--- src/rtl/fpcvt_arb.sv ---
// Round-robin arbiter feeding a shared two-stage 12-bit linear to 8-bit FP converter.
// Stage A captures the granted sample as sign/magnitude/leading-zeros; stage B rounds and packs.
module fpcvt_arb #(
    parameter int NREQ     = 4,
    parameter bit ROUND_EN = 1'b1
) (
    input  logic                 clk,
    input  logic                 rst,
    input  logic [NREQ-1:0]      req_valid,
    input  logic [12*NREQ-1:0]   req_data,
    output logic [NREQ-1:0]      req_ready,
    output logic                 out_valid,
    input  logic                 out_ready,
    output logic                 out_sign,
    output logic [2:0]           out_exp,
    output logic [3:0]           out_sig,
    output logic [1:0]           out_id,
    output logic                 busy
);

    logic [1:0]  r_ptr;
    logic        r_a_valid;
    logic        r_a_sign;
    logic [10:0] r_a_mag;
    logic [3:0]  r_a_lz;
    logic [1:0]  r_a_id;
    logic        r_b_valid;

    logic        w_b_load;
    logic        w_a_load;
    logic        w_found;
    logic        w_acc;
    logic [1:0]  w_gnt_id;
    logic [1:0]  w_next_ptr;
    logic [11:0] w_din;
    logic        w_sign;
    logic [10:0] w_mag;
    logic [3:0]  w_lz;
    logic [2:0]  w_e;
    logic [3:0]  w_f;
    logic [4:0]  w_sh;
    logic        w_rbit;
    logic [4:0]  w_fr;
    logic [2:0]  w_e_o;
    logic [3:0]  w_f_o;

    assign w_b_load = !r_b_valid || out_ready;
    assign w_a_load = (!r_a_valid || w_b_load) && !rst;
    assign w_acc    = w_found && w_a_load;

    // Search from the pointer upward with wrap; first valid requester wins.
    always_comb begin
        logic [2:0] idx;
        logic [1:0] sel;
        w_found  = 1'b0;
        w_gnt_id = 2'd0;
        idx      = 3'd0;
        sel      = 2'd0;
        for (int k = 0; k < NREQ; k++) begin
            idx = {1'b0, r_ptr} + 3'(k);
            if (idx >= 3'(NREQ)) idx = idx - 3'(NREQ);
            sel = idx[1:0];
            if (!w_found && (|(req_valid & (NREQ'(1) << sel)))) begin
                w_found  = 1'b1;
                w_gnt_id = sel;
            end
        end
    end

    always_comb begin
        w_din = 12'd0;
        for (int i = 0; i < NREQ; i++) begin
            if (w_gnt_id == 2'(i)) w_din = req_data[12*i +: 12];
        end
    end

    assign req_ready  = w_acc ? (NREQ'(1) << w_gnt_id) : '0;
    assign w_next_ptr = (w_gnt_id == 2'(NREQ-1)) ? 2'd0 : w_gnt_id + 2'd1;

    // -2048 has no positive 11-bit counterpart, so it saturates to full scale.
    always_comb begin
        w_sign = w_din[11];
        if (w_din == 12'h800)
            w_mag = 11'h7FF;
        else if (w_sign)
            w_mag = ~w_din[10:0] + 11'd1;
        else
            w_mag = w_din[10:0];
        w_lz = 4'd11;
        for (int b = 0; b <= 10; b++) begin
            if (w_mag[b]) w_lz = 4'(10 - b);
        end
    end

    always_comb begin
        if (r_a_lz <= 4'd6) begin
            w_e    = 3'(4'd7 - r_a_lz);
            w_sh   = 5'(r_a_mag >> (w_e - 3'd1));
            w_rbit = w_sh[0];
            w_f    = w_sh[4:1];
        end else begin
            w_e    = 3'd0;
            w_sh   = 5'd0;
            w_rbit = 1'b0;
            w_f    = r_a_mag[3:0];
        end
        w_fr = {1'b0, w_f} + 5'(w_rbit && ROUND_EN);
        if (w_fr[4]) begin
            if (w_e == 3'd7) begin
                w_e_o = 3'd7;
                w_f_o = 4'd15;
            end else begin
                w_e_o = w_e + 3'd1;
                w_f_o = 4'd8;
            end
        end else begin
            w_e_o = w_e;
            w_f_o = w_fr[3:0];
        end
    end

    always_ff @(posedge clk) begin
        if (rst) begin
            r_ptr     <= 2'd0;
            r_a_valid <= 1'b0;
            r_a_sign  <= 1'b0;
            r_a_mag   <= 11'd0;
            r_a_lz    <= 4'd0;
            r_a_id    <= 2'd0;
            r_b_valid <= 1'b0;
            out_sign  <= 1'b0;
            out_exp   <= 3'd0;
            out_sig   <= 4'd0;
            out_id    <= 2'd0;
        end else begin
            if (w_a_load) begin
                r_a_valid <= w_acc;
                if (w_acc) begin
                    r_a_sign <= w_sign;
                    r_a_mag  <= w_mag;
                    r_a_lz   <= w_lz;
                    r_a_id   <= w_gnt_id;
                    r_ptr    <= w_next_ptr;
                end
            end
            if (w_b_load) begin
                r_b_valid <= r_a_valid;
                if (r_a_valid) begin
                    out_sign <= r_a_sign;
                    out_exp  <= w_e_o;
                    out_sig  <= w_f_o;
                    out_id   <= r_a_id;
                end
            end
        end
    end

    assign out_valid = r_b_valid;
    assign busy      = r_a_valid || r_b_valid;

endmodule

--- config.mk ---
export PLATFORM = sky130hd
export DESIGN_NAME = fpcvt_arb
export DESIGN_NICKNAME = d
export VERILOG_FILES = /design/src/rtl/fpcvt_arb.sv
export SDC_FILE = /design/constraint.sdc
export NUM_CORES = 1
export LEC_CHECK = 0
export CORE_UTILIZATION = 53
export DETAILED_ROUTE_END_ITERATION = 6
export GPL_ROUTABILITY_DRIVEN = 0
export PLACE_DENSITY = 0.87
export SLEW_MARGIN = 25
export SYNTH_ARGS = -nofsm -noshare
export SYNTH_HDL_FRONTEND = slang
export SYNTH_SLANG_ARGS = --single-unit
--- constraint.sdc ---
create_clock -name clk -period 8.2 [get_ports clk]
set_input_delay 0.82 -clock clk [delete_from_list [all_inputs] [get_ports clk]]
set_output_delay 0.82 -clock clk [all_outputs]
set_load 0.1 [all_outputs]
==> results_dict.tcl <==
set metrics [dict create \
    muxShareOfSynthArea_pct 7.60 \
    die-area_um2 5220 \
    maxSlewHeadroom_pct 34.4 \
    period_needed_ns 5.32 \
    multi_input_area_um2 1840 \
    firstDrtPassIters 5 \
    syn_nets 419 \
    synth_adder_area_share_pct 6.22 \
    htree_num_levels 2 \
    die_h_um 72.3 \
    critPathRequiredTime_ns 8.38 \
    critPathLaunch "req_valid[2]" \
    yosys.area.top_type "dfxtp_1" \
    track_usage_pct 27.5 \
    clock-sinks 32 \
    synth.top_cells.by_count "nand2_1 (48), a21oi_1 (33), dfxtp_1 (32)" \
    syn_area_um2 2620 \
    finish.utilization_pct 73.1 \
    die_w_um 72.3 \
    clock_skew_ns 0.00336 \
    slowest_delay_ns 0.48 \
    slowest_stage "a221oi_1" \
    start_util_pct 55.4 \
    yosys_warnings 0 \
    totalWireLength_mm 6.78 \
    rows 25 \
    drt_iter0_markers 138 \
    synthArstFlopShare_pct 0 \
    synthCells 351 \
    hold_depth 2 \
    grt_pass1_wl_mm 11.6 \
    wire_per_inst_um 14.2 \
    synthMostInstantiatedCell "nand2_1" \
    r2r_cells 23 \
    ant_nets 0 \
    antenna_found_initial 0 \
    cts-resized-gates 0 \
    cts_buffers 5 \
    cp_common_cell "inv_1" \
    synth_top_family_by_area "compound AO/OA/AOI/OAI gates" \
    maxCapViolCount 0 \
    syn_avg_cell_area_um2 7.45 \
    cts_tree "built" \
    crit_arrival_ns 5.50 \
    path_max_fanout 13 \
    outcome "completed" \
    area.sequential_um2 641 \
    vias_per_cell 5.86 \
    insertedDiodeCount 0 \
    drc_errors 0 \
    worstMarginPinSlew_ns 0.981 \
    clk_latency_ns 0.28 \
    yosys_register_bits 32 \
    hold_viol 0 \
    fmaxAchievable_ghz 0.188 \
    final.setup.tns_ns 0 \
    vias 2808 \
    cp-start-kind "input port" \
    cp-end-kind "flop" \
    crit_type "in -> reg" \
    yosys.area_share.simple_pct 24.3 \
    io_buffers 70 \
    grt_pass1_vias 2693 \
    hold_path.class "reg -> reg" \
    clk_pin_slew_ns 0.07 \
    layout_worst_path_cycle_share_pct 64.8 \
    netlist_top_cells_area "dfxtp_1 (24%), nand2_1 (6.9%), a21oi_1 (6.3%), ha_1 (6.2%), mux2i_1 (4.6%)" \
    ys_seq_area_share_pct 24.5 \
    io_pins 71 \
    post_cts_buffers 0 \
    fillers 390 \
    fin_nets 479 \
    core_area_um2 4720 \
    rr_startpoint "r_ptr[0]" \
    ys_types 57 \
    regToRegSetupSlack_ns 3.15 \
    grt_overflow_total 0 \
    layout-drive-gt1-share_pct 4.85 \
    synth-edff-count 0 \
    rsz0062_at_grt "false" \
    drv_slew 0 \
    cts-root-buf "clkbuf_8" \
    area_delta_synth_final_pct 31.9 \
    grt_max_degree 26 \
    crit_path_end "r_a_lz[0]" \
    ctsHoldBuffers 0 \
    rr_endpoint "r_a_lz[0]" \
    synthFlopType "dfxtp_1" \
    synth_top_area_share_pct 24.5 \
    clockBufferDepth 2 \
    synth_xor_area_share_pct 2.68 \
    setup_viol 0 \
    crit_chain "clkdlybuf4s50_1, a22o_1, a221oi_1, nor2_1, nor2_1, nor3_1, a21oi_1, o21a_1, inv_1, ha_1, nand2b_1, o22ai_1, a31oi_1, inv_1, ha_1, inv_1, a221oi_1, nand3_2, nor2_4, nor3_2, a211o_1, a31o_1" \
    synth_compound_area_share_pct 29.5 \
    dp.final_hpwl_mm 5.36 \
]
[metal layers]
metal  GRT usage [%]  vias up  routed length, µm
met5               0        -                  0
met4            9.15        0                 86
met3            4.31       10                302
met2            49.4       91               3430
met1            33.3     1300               2960
li1                -     1407                  -
[critical path: cells and delay by family]
| family | cells | cell delay (ns) |
|---|---|---|
| buffers and inverters | 4 | 0.77 |
| AO/OA/AOI/OAI | 9 | 2.20 |
| adder cells (fa/ha/maj) | 2 | 0.53 |
| AND/OR/NAND/NOR | 7 | 1.15 |
[area by class of cell]
cell class,instances,share of cell area (%)
multi-input cells,287,53.3
repair buffers,71,20.5
flip-flops and latches,32,18.6
clock buffers,7,2.79
well taps,67,2.43
inverters,14,1.52
clock inverters,1,0.870
[how the worst min path moves through the flow]
stage / start / end / slack, ns
final: out_id[1] / out_id[1] / 0.46
after global routing: out_id[1] / out_id[1] / 0.48
after CTS: out_sig[3] / out_sig[3] / 0.46
after detailed placement: out_sig[3] / out_sig[3] / 0.45
after global placement: r_a_sign / out_sign / 0.44
after floorplan: r_a_id[0] / out_id[0] / 0.43
[cells in the final DEF (no fill, tap or decap), types with 2 or more instances in the layout]
master           instances
xnor2_1                  4
mux4_2                   3
clkbuf_8                 7
nor2_1                  30
nand4_1                  2
nor2b_1                  8
nor4b_1                  2
and2_1                   8
a211o_1                  2
nor2_4                   2
a22o_1                   5
o22a_1                   5
nand2_1                 48
ha_1                    13
a22oi_1                 10
o211ai_1                11
clkdlybuf4s50_1         70
o41ai_1                  3
nand3_1                 10
and3_1                   2
xor2_1                   4
a31oi_1                  5
o21a_1                   2
a21o_1                   2
o22ai_1                  3
nor3_1                  10
a21oi_1                 33
dfxtp_1                 32
a221oi_1                 2
o221ai_1                 2
inv_1                   12
mux2i_1                 12
nand2b_1                 4
nand3b_1                 2
o21ai_0                 20
[cells by family (layout without fill, tap and decap cells)]
kind of cell	count (synthesis)	after routing
AOI/OAI and AO/OA	117	117
and+or+nand+nor	133	133
xor gates and xnor gates	8	8
adders and majority gates	13	13
buffers and inverters	32	93
muxes	16	16
DFF	32	32
[stage by stage]
step / setup WS, ns / area, µm² / hold WS [ns] / instances
final: 2.88 / 3450 / 0.457 / 479
after floorplan: 3.82 / 2620 / 0.429 / 351
after global placement: 2.93 / 3320 / 0.437 / 471
after detailed placement: 2.64 / 3320 / 0.448 / 471
after CTS: 2.93 / 3450 / 0.457 / 479
after global routing: 2.24 / 3450 / 0.481 / 479
[registers in the layout, indices dropped and copies added, names as in the netlist]
name and cells:
r_a_id 2, out_id 2, out_sig 4, r_a_valid 1, r_a_lz 4, r_a_sign 1, out_valid 1, out_sign 1
r_ptr 2, out_exp 3, r_a_mag 11
Power is left out: the tool's default activity adds up to more than one toggle a clock period on the data nets, which glitch-free logic cannot reach.
